==> src/rtl/alu_pkg.sv <==
`default_nettype none
// ============================================================================
// Module      : alu_pkg
// Description : Shared definitions for the ALU command sequencer: operand and
//               result widths, opcode encodings, divide-by-zero saturation
//               value and the sequencer FSM state type.
// Revision    : 1.0 - initial release
// ============================================================================
package alu_pkg;

    localparam int OP_W   = 3;
    localparam int OPND_W = 16;
    localparam int RES_W  = 32;

    // One FIFO entry is {op, a, b}
    localparam int CMD_W  = OP_W + 2 * OPND_W;

    localparam logic [OP_W-1:0] OP_ADD  = 3'b000;
    localparam logic [OP_W-1:0] OP_SUB  = 3'b001;
    localparam logic [OP_W-1:0] OP_MUL  = 3'b010;
    localparam logic [OP_W-1:0] OP_DIV  = 3'b011;
    localparam logic [OP_W-1:0] OP_AND  = 3'b100;
    localparam logic [OP_W-1:0] OP_OR   = 3'b101;
    localparam logic [OP_W-1:0] OP_NOTA = 3'b110;
    localparam logic [OP_W-1:0] OP_NOTB = 3'b111;

    localparam logic [RES_W-1:0] DIV0_SAT = 32'hFFFF_FFFF;

    typedef enum logic [1:0] {
        IDLE = 2'd0,
        EXEC = 2'd1,
        DONE = 2'd2
    } seq_state_t;

endpackage
`default_nettype wire

==> src/rtl/alu_cmd_fifo.sv <==
`default_nettype none
// ============================================================================
// Module      : alu_cmd_fifo
// Description : Synchronous command FIFO. Head entry is presented
//               combinationally on o_rd_data; pointers carry one extra bit so
//               full and empty can be told apart after wrap-around.
// Ports       : clk, rst (async, active-high)
//               i_push / i_wr_data : write side (ignored when full)
//               i_pop  / o_rd_data : read side  (ignored when empty)
//               o_full / o_empty   : occupancy flags
// Revision    : 1.0 - initial release
// ============================================================================
module alu_cmd_fifo #(
    parameter int DEPTH = 4,
    parameter int WIDTH = 35
) (
    input  logic             clk,
    input  logic             rst,
    input  logic             i_push,
    input  logic [WIDTH-1:0] i_wr_data,
    input  logic             i_pop,
    output logic [WIDTH-1:0] o_rd_data,
    output logic             o_full,
    output logic             o_empty
);

    localparam int AW = $clog2(DEPTH);

    logic [AW:0]      r_wr_ptr;
    logic [AW:0]      r_rd_ptr;
    logic [WIDTH-1:0] r_mem [DEPTH];

    logic w_do_push;
    logic w_do_pop;

    assign w_do_push = i_push && !o_full;
    assign w_do_pop  = i_pop  && !o_empty;

    always_ff @(posedge clk or posedge rst) begin
        if (rst) begin
            r_wr_ptr <= '0;
            r_rd_ptr <= '0;
        end else begin
            if (w_do_push) r_wr_ptr <= r_wr_ptr + 1'b1;
            if (w_do_pop)  r_rd_ptr <= r_rd_ptr + 1'b1;
        end
    end

    // Storage needs no reset: entries are only visible between the pointers.
    always_ff @(posedge clk) begin
        if (w_do_push) r_mem[r_wr_ptr[AW-1:0]] <= i_wr_data;
    end

    assign o_rd_data = r_mem[r_rd_ptr[AW-1:0]];
    assign o_empty   = (r_wr_ptr == r_rd_ptr);
    assign o_full    = (r_wr_ptr[AW] != r_rd_ptr[AW]) &&
                       (r_wr_ptr[AW-1:0] == r_rd_ptr[AW-1:0]);

endmodule
`default_nettype wire

==> src/rtl/alu_cmd_sequencer.sv <==
`default_nettype none
// ============================================================================
// Module      : alu_cmd_sequencer
// Description : Command front-end for the external 16/32-bit ALU. Buffers
//               commands, drives the ALU from registers for ALU_LAT cycles,
//               then captures the result (saturated with error flag on
//               divide-by-zero) for a valid/ready consumer.
// Ports       : cmd_valid/cmd_ready/cmd_a/cmd_b/cmd_op : command input
//               alu_a/alu_b/alu_op/alu_out             : ALU interface
//               res_valid/res_ready/res_data/res_op/res_err : result output
//               stat_ops/stat_div0 : handshake counters (ALU_SEQ_STATS_EN)
// Config      : `define ALU_SEQ_STATS_EN to add the statistics counters.
// Revision    : 1.0 - initial release
// ============================================================================
module alu_cmd_sequencer
    import alu_pkg::*;
#(
    parameter int DEPTH   = 4,
    parameter int ALU_LAT = 1
) (
    input  logic              clk,
    input  logic              rst,
    input  logic              cmd_valid,
    output logic              cmd_ready,
    input  logic [OPND_W-1:0] cmd_a,
    input  logic [OPND_W-1:0] cmd_b,
    input  logic [OP_W-1:0]   cmd_op,
    output logic [OPND_W-1:0] alu_a,
    output logic [OPND_W-1:0] alu_b,
    output logic [OP_W-1:0]   alu_op,
    input  logic [RES_W-1:0]  alu_out,
    output logic              res_valid,
    input  logic              res_ready,
    output logic [RES_W-1:0]  res_data,
    output logic [OP_W-1:0]   res_op,
`ifdef ALU_SEQ_STATS_EN
    output logic [15:0]       stat_ops,
    output logic [15:0]       stat_div0,
`endif
    output logic              res_err
);

    localparam int CNT_W = $clog2(ALU_LAT + 1);

    seq_state_t       r_state;
    seq_state_t       w_state_nxt;
    logic [CNT_W-1:0] r_cnt;
    logic [CNT_W-1:0] w_cnt_inc;

    logic [CMD_W-1:0] w_fifo_rd;
    logic             w_full;
    logic             w_empty;
    logic             w_pop;
    logic             w_capture;
    logic             w_res_clr;
    logic             w_div0;

    alu_cmd_fifo #(
        .DEPTH (DEPTH),
        .WIDTH (CMD_W)
    ) u_fifo (
        .clk       (clk),
        .rst       (rst),
        .i_push    (cmd_valid),
        .i_wr_data ({cmd_op, cmd_a, cmd_b}),
        .i_pop     (w_pop),
        .o_rd_data (w_fifo_rd),
        .o_full    (w_full),
        .o_empty   (w_empty)
    );

    assign cmd_ready = !w_full;
    assign w_cnt_inc = r_cnt + 1'b1;
    assign w_div0    = (alu_op == OP_DIV) && (alu_b == '0);

    always_ff @(posedge clk or posedge rst) begin
        if (rst) r_state <= IDLE;
        else     r_state <= w_state_nxt;
    end

    always_comb begin
        w_state_nxt = r_state;
        w_pop       = 1'b0;
        w_capture   = 1'b0;
        w_res_clr   = 1'b0;
        case (r_state)
            IDLE: begin
                if (!w_empty) begin
                    w_pop       = 1'b1;
                    w_state_nxt = EXEC;
                end
            end
            EXEC: begin
                // Capture on the edge where the settle count reaches ALU_LAT
                if (w_cnt_inc == CNT_W'(ALU_LAT)) begin
                    w_capture   = 1'b1;
                    w_state_nxt = DONE;
                end
            end
            DONE: begin
                if (res_ready) begin
                    w_res_clr = 1'b1;
                    if (!w_empty) begin
                        // Back-to-back: reload the ALU on the handshake edge
                        w_pop       = 1'b1;
                        w_state_nxt = EXEC;
                    end else begin
                        w_state_nxt = IDLE;
                    end
                end
            end
            default: w_state_nxt = IDLE;
        endcase
    end

    always_ff @(posedge clk or posedge rst) begin
        if (rst) begin
            alu_a     <= '0;
            alu_b     <= '0;
            alu_op    <= '0;
            r_cnt     <= '0;
            res_valid <= 1'b0;
            res_data  <= '0;
            res_op    <= '0;
            res_err   <= 1'b0;
        end else begin
            if (w_pop) begin
                alu_op <= w_fifo_rd[CMD_W-1 -: OP_W];
                alu_a  <= w_fifo_rd[2*OPND_W-1 -: OPND_W];
                alu_b  <= w_fifo_rd[OPND_W-1:0];
                r_cnt  <= '0;
            end else if (r_state == EXEC) begin
                r_cnt  <= w_cnt_inc;
            end

            if (w_capture) begin
                res_valid <= 1'b1;
                res_op    <= alu_op;
                if (w_div0) begin
                    res_data <= DIV0_SAT;
                    res_err  <= 1'b1;
                end else begin
                    res_data <= alu_out;
                    res_err  <= 1'b0;
                end
            end else if (w_res_clr) begin
                res_valid <= 1'b0;
            end
        end
    end

`ifdef ALU_SEQ_STATS_EN
    always_ff @(posedge clk or posedge rst) begin
        if (rst) begin
            stat_ops  <= '0;
            stat_div0 <= '0;
        end else if (res_valid && res_ready) begin
            stat_ops <= stat_ops + 1'b1;
            if (res_err) stat_div0 <= stat_div0 + 1'b1;
        end
    end
`endif

endmodule
`default_nettype wire

==> config.mk <==
export PLATFORM = sky130hd
export DESIGN_NAME = alu_cmd_sequencer
export DESIGN_NICKNAME = d
export VERILOG_FILES = /design/src/rtl/alu_pkg.sv /design/src/rtl/alu_cmd_fifo.sv /design/src/rtl/alu_cmd_sequencer.sv
export SDC_FILE = /design/constraint.sdc
export NUM_CORES = 1
export LEC_CHECK = 0
export BUFFER_PORTS_ARGS = -buffer_cell sky130_fd_sc_hd__buf_2
export CAP_MARGIN = 20
export CELL_PAD_IN_SITES_DETAIL_PLACEMENT = 1
export CELL_PAD_IN_SITES_GLOBAL_PLACEMENT = 2
export CORE_MARGIN = 8
export CORE_UTILIZATION = 45
export DETAILED_ROUTE_END_ITERATION = 10
export GPL_TIMING_DRIVEN = 0
export PLACE_DENSITY = 0.91
export SYNTH_ARGS = -nofsm -noshare
export SYNTH_HDL_FRONTEND = slang
export SYNTH_SLANG_ARGS = --single-unit
==> constraint.sdc <==
create_clock -name clk -period 4.2 [get_ports clk]
set_clock_uncertainty 0.2 [all_clocks]
set_input_delay 0.63 -clock clk [delete_from_list [all_inputs] [get_ports clk]]
set_output_delay 0.63 -clock clk [all_outputs]
set_load 0.02 [all_outputs]
# Word level (Yosys, flattened, before mapping)
# Memory sizes are Yosys's and may differ from the RTL's. A register that Yosys moved wholly into a read port is not among the register bits.
# Index checks and enable logic that the tools add are counted.
totals:
  regBits: 46
  latch_bits: 0
  ram_bits: 140
  mem_bits_ro: 0
  input_bits: 71
  out_inout_bits: 73
  word_cells: 52
  mem_count: 1
classes:
  n_addsub: 3
  mul: 0
  div_mod_pow: 0
  n_lt_le_gt_ge: 0
  n_eq_ne: 9
  shifts: 0
  n_mux: 20
  bitwise: 0
  reduce_logical: 11
memory_table:
  columns: ["name", "depth", "width", "read_ports", "rd_ports_with_merged_regs", "write_ports", "line_no", "text"]
  rows:
  - ["u_fifo.r_mem", 4, 35, 1, 1, 1, "alu_cmd_fifo.sv:31", "logic [WIDTH-1:0] r_mem [DEPTH];"]
ops:
  columns: ["op", "n"]
  rows:
  - ["$mux W32", 1]
  - ["$logic_not A16 Y1", 1]
  - ["$mux W1", 14]
  - ["$add A3 B1 Y3 const B", 2]
  - ["$mux W2", 3]
  - ["$ne A2 B2 Y1 const B", 3]
  - ["$pmux W2 S3", 1]
  - ["$logic_and A1 B1 Y1", 4]
  - ["$reduce_bool A2 Y1", 2]
  - ["$eq A3 B2 Y1 const B", 1]
  - ["$eq A3 B3 Y1", 1]
  - ["$reduce_and A3 Y1", 1]
  - ["$eq A2 B1 Y1 const B", 1]
  - ["$eq A2 B2 Y1", 1]
  - ["$eq A2 B2 Y1 const B", 1]
  - ["$logic_not A1 Y1", 2]
  - ["$logic_not A2 Y1", 1]
  - ["$pmux W1 S2", 1]
  - ["$add A1 B1 Y1 const B", 1]
  - ["$ne A1 B1 Y1", 1]

# Depth between registers and ports, before layout
logic_depth:
  depth_word: 6
  ltp_mapped: 6
  ltp_nobuf: 4

# Cells and area by module
# A second synthesis with hierarchy kept.
unflattened:
  cells_unflattened: 490
  area_unflattened_um2: 8720.9
by_module_without_submodules:
  columns: ["mod", "instances", "cells_each", "area_each_um2", "seq_area_each_um2"]
  rows:
  - ["alu_cmd_fifo", 1, 232, 5606.6, 4354.2]
  - ["alu_cmd_sequencer", 1, 258, 3114.2, 1876.8]

# Least setup slack after synthesis
# No wires, ideal clock.
synth_path:
  path_kind: "register -> register"
  start: "reg u_fifo.r_rd_ptr[1]"
  end: "mem u_fifo.r_mem[3][0] (enable)"
  setup_time_ns: 0.397
  t_arrival_ns: 1.974
  required_time_ns: 3.603
  path_slack_ns: 1.629
  path_stages_with_launch: 5
  n_path_buf: 1
  synth_period_minus_slack_ns: 2.571
  cell_sequence: "dfrtp_1 buf_4 xnor2_1 nand3b_1 and3_1"
synth_between:
  elab_chain_cells: 6
synth_rtl:
  columns: ["item", "line_no", "text"]
  rows:
  - ["start: declaration", "alu_cmd_fifo.sv:30", "logic [AW:0] r_rd_ptr;"]
  - ["start signal: assignment", "alu_cmd_fifo.sv:45", "if (w_do_pop) r_rd_ptr <= r_rd_ptr + 1'b1;"]
  - ["$eq A2 B2 Y1", "alu_cmd_fifo.sv:57", "(r_wr_ptr[AW-1:0] == r_rd_ptr[AW-1:0]);"]
  - ["$logic_and A1 B1 Y1", "alu_cmd_fifo.sv:56", "assign o_full = (r_wr_ptr[AW] != r_rd_ptr[AW]) &&"]
  - ["$logic_not A1 Y1", null, null]
  - ["named net cmd_ready", "alu_cmd_sequencer.sv:24", "output logic cmd_ready,"]
  - ["$logic_and A1 B1 Y1", "alu_cmd_fifo.sv:36", "assign w_do_push = i_push && !o_full;"]
  - ["$mux W1", "alu_cmd_fifo.sv:51", "if (w_do_push) r_mem[r_wr_ptr[AW-1:0]] <= i_wr_data;"]
  - ["$mux W1 (not written as such)", "alu_cmd_fifo.sv:51", null]
  - ["end: declaration", "alu_cmd_fifo.sv:31", null]
# The timed path passes the listed nets, and every way through them passes these cells.

# Final worst setup path
layout_path:
  start: "reg u_fifo.r_rd_ptr[1]"
  end: "out cmd_ready"
layout_between:
  elab_chain_cells: 3
layout_rtl:
  columns: ["item", "line_no", "text"]
  rows:
  - ["$eq A2 B2 Y1", "alu_cmd_fifo.sv:57", null]
  - ["$logic_and A1 B1 Y1", "alu_cmd_fifo.sv:56", null]
  - ["$logic_not A1 Y1", "alu_cmd_sequencer.sv:72", "assign cmd_ready = !w_full;"]
  - ["end: declaration", "alu_cmd_sequencer.sv:24", null]
# No other way between the ends.

==> results.sh <==
export IMPL_cp_start_kind="flip-flop"
export IMPL_die_w_um=151
export IMPL_hold_viol=0
export IMPL_swShare_pct=33.1
export IMPL_grt_overflow=0
export IMPL_power_static_leakage_nw=3.95
export IMPL_p_per_area_mw_per_mm2=859
export IMPL_pwr_share_comb_pct=36.3
export IMPL_slew_headroom_pct=54.2
export IMPL_dieHeight_um=151
export IMPL_root_buffer="clkbuf_16"
export IMPL_min_path_type="input port to flip-flop"
export IMPL_vias=4342
export IMPL_portBuffers=143
export IMPL_syn_nets=475
export IMPL_endpoint_kind="output port"
export IMPL_cts_sinks=221
export IMPL_yosysUniqueCellTypes=34
export IMPL_place_area_mm2=0.00937
export IMPL_period_share_pct=63.4
export IMPL_path_clk_slew_ns=0.06
export IMPL_clockBufferDepth=3
export IMPL_antenna_found_initial=4
export IMPL_p_clk_share_pct=24.5
export IMPL_drt_iter0_drc=173
export IMPL_dp_hpwl_um=12900
export IMPL_ys_warn_count=0
export IMPL_detailedPlace_worstSlack_ns=1.94
export IMPL_p_seq_share_pct=39.2
export IMPL_arrival_ns=1.83
export IMPL_fin_nets=650
export IMPL_ant_nets=0
export IMPL_grt_pass1_wl_um=28300
export IMPL_grt_pass1_vias=4828
export IMPL_area_delta_synth_final_pct=23.7
export IMPL_ff2ff_setup_slack_ns=1.93
export IMPL_whs_ns=0.122
export IMPL_internal_power_w=0.00586
export IMPL_via_per_inst=5.29
export IMPL_drive_gt1_share_pct=46.8
export IMPL_routed_wl_um=18300
export IMPL_fmax_ghz=0.375
export IMPL_tns_ns=0
export IMPL_synth_area_mm2=0.00825
export IMPL_setup_viol=0
export IMPL_fillers=1632
export IMPL_postSynthCellCount=399
export IMPL_cts_tree="done"
export IMPL_fin_total_pwr_w=0.00876
export IMPL_grt_busiest_layer="met2"
export IMPL_drt_pass1_iter_count=4
export IMPL_timing_rr_start="alu_b[0]"
export IMPL_rsz0062_at_grt="no"
export IMPL_synth_seq_area_share_pct=75.5
export IMPL_use_met1_pct=19.3
export IMPL_coreArea_mm2=0.0180
export IMPL_postLayoutCellArea_mm2=0.0102
export IMPL_tightest_slew_ns=0.687
export IMPL_avgSynthCellArea_um2=20.7
export IMPL_grt_usage_pct=16.2
export IMPL_grt_util_met2_pct=28.6
export IMPL_fp_row_count=49
export IMPL_multiInputGateArea_mm2=0.00189
export IMPL_hp_start="cmd_a[9]"
export IMPL_gp_congestion=0.768
export IMPL_cap_violations=0
export IMPL_cts_buffers_inserted=24
export IMPL_synth_seq_cells=221
export IMPL_slew_viol_final=0
export IMPL_crit_required_ns=3.37
export IMPL_initial_core_util_pct=45.9
export IMPL_ff_latch_area_mm2=0.00623
export IMPL_ir_drop_v=0.000469
export IMPL_status="complete, no violations"
export IMPL_cts_max_level=1
export IMPL_use_met3_pct=4.42
export IMPL_crit_start="u_fifo.r_rd_ptr[1]"
export IMPL_setup_worst_path_class="flip-flop to output port"
export IMPL_drc=0
export IMPL_post_drt_wl_per_cell_um=22.3
export IMPL_fin_crit_ns=2.66
export IMPL_p_switching_w=0.00290
export IMPL_fin_ws_ns=1.54
export IMPL_path_max_fanout=10
export IMPL_clk_latency_ns=0.52
export IMPL_diodes=0
export IMPL_pin_count=144
export IMPL_die_area_mm2=0.0229
export IMPL_grt_max_degree=48
Yosys cell counts:
cell type | instances | area, um^2
a21o_1 | 1 | 7.51
nor2_1 | 3 | 11.3
o31ai_1 | 1 | 7.51
nor2_2 | 1 | 6.26
nand2b_1 | 1 | 6.26
xor2_1 | 2 | 17.5
o21ai_1 | 1 | 5.00
inv_1 | 4 | 15.0
dfrtp_1 | 81 | 2030
o22a_1 | 32 | 280
nand2_1 | 15 | 56.3
xnor2_1 | 4 | 35.0
o21ai_0 | 1 | 5.00
nor4bb_1 | 1 | 10.0
edfxtp_1 | 140 | 4200
buf_4 | 1 | 7.51
a311oi_4 | 1 | 26.3
and3_1 | 4 | 25.0
a31o_2 | 1 | 8.76
mux4_2 | 34 | 766
mux4_1 | 1 | 26.3
nor3_1 | 2 | 10.0
a21oi_1 | 1 | 5.00
buf_2 | 6 | 30.0
mux2_2 | 27 | 304
nor2b_1 | 1 | 6.26
nand3b_1 | 1 | 7.51
buf_6 | 5 | 56.3
nor4_1 | 3 | 18.8
ha_1 | 5 | 62.6
nand3_1 | 1 | 5.00
xnor2_2 | 1 | 16.3
clkbuf_1 | 6 | 22.5
mux2_4 | 10 | 150
cells in the final DEF, fill, tap and decap left out, types with 2 or more instances in the layout:
master	count
and3_2	4
buf_12	4
buf_2	149
buf_6	5
bufinv_16	4
clkbuf_1	7
clkbuf_16	24
clkinv_1	6
clkinv_2	4
dfrtp_1	81
edfxtp_1	140
ha_1	5
inv_1	3
mux2_2	27
mux2_4	10
mux4_2	34
nand2_1	15
nor2_1	3
nor3_1	2
nor4_1	3
o22a_1	32
xnor2_1	4
xor2_1	2
metal layers:
| layer | up-vias | part of all wire, % |
|---|---|---|
| met5 | - | 0.20 |
| met2 | 141 | 50 |
| met3 | 36 | 8.2 |
| met4 | 8 | 2.0 |
| li1 | 1935 | - |
| met1 | 2222 | 40 |
per-stage QoR:
| stage | std cells | util [%] |
|---|---|---|
| final | 821 | 56.8 |
| after global routing | 821 | 56.8 |
| after CTS | 821 | 56.8 |
| after detailed placement | 776 | 52.1 |
| after global placement | 771 | 51.5 |
| after floorplan | 399 | - |
final cells by class:
cell class	count	area share, %
inverter	4	0.172
tap	229	2.81
timing repair buffer	149	8.17
clock inverter	18	2.02
clock buffer	26	6.06
multi-input combinational	156	18.5
sequential	221	61.1
buffer	18	1.14
worst paths after layout:
path,endpoint,depth (start not counted)
worst min register to register,res_op[1],2
worst max-delay path,cmd_ready,4
max in group asynchronous,alu_b[6],4
worst min-delay path,u_fifo.r_mem[2][25],1
min in group asynchronous,res_data[5],3
worst max register to register,res_data[11],5
critical path: stages, from the launching register on:
cell	delay, ns
dfrtp_1	0.38
buf_4	0.20
xnor2_1	0.30
nand3b_1	0.22
buf_2	0.22
sequential cells by signal, indices dropped and copies added, names as in the netlist:
name / flops
u_fifo.r_mem: 140
res_valid: 1
alu_b: 16
r_cnt: 1
res_op: 3
res_err: 1
alu_a: 16
u_fifo.r_rd_ptr: 3
alu_op: 3
res_data: 32
r_state: 2
u_fifo.r_wr_ptr: 3
power groups by stage:
stage                     logic [W]  clock network (W)  registers (W)
after CTS                   0.00327            0.00220        0.00345
final                       0.00318            0.00214        0.00343
after floorplan             0.00182                  0        0.00382
after detailed placement    0.00325                  0        0.00348
after global routing        0.00344            0.00228        0.00352
after global placement      0.00306                  0        0.00345
kinds of logic (layout without fill, tap and decap cells):
group | count (synthesis) | in the layout | share of synthesized area (%)
AO/OA/AOI/OAI | 39 | 39 | 4.19
buffers and inverters | 22 | 215 | 1.59
multiplexers | 72 | 72 | 15.1
adder cells (fa/ha/maj) | 5 | 5 | 0.758
AND/OR/NAND/NOR | 33 | 33 | 1.97
XOR/XNOR | 7 | 7 | 0.834
flip-flops | 221 | 221 | 75.5
what timing repair did:
action                                 CTS  global route
hold buffers                             1             0
endpoints found under the hold margin   34             0
resized for setup                        0             0
setup buffers                            0             0
(Power assumes the default switching activity.)
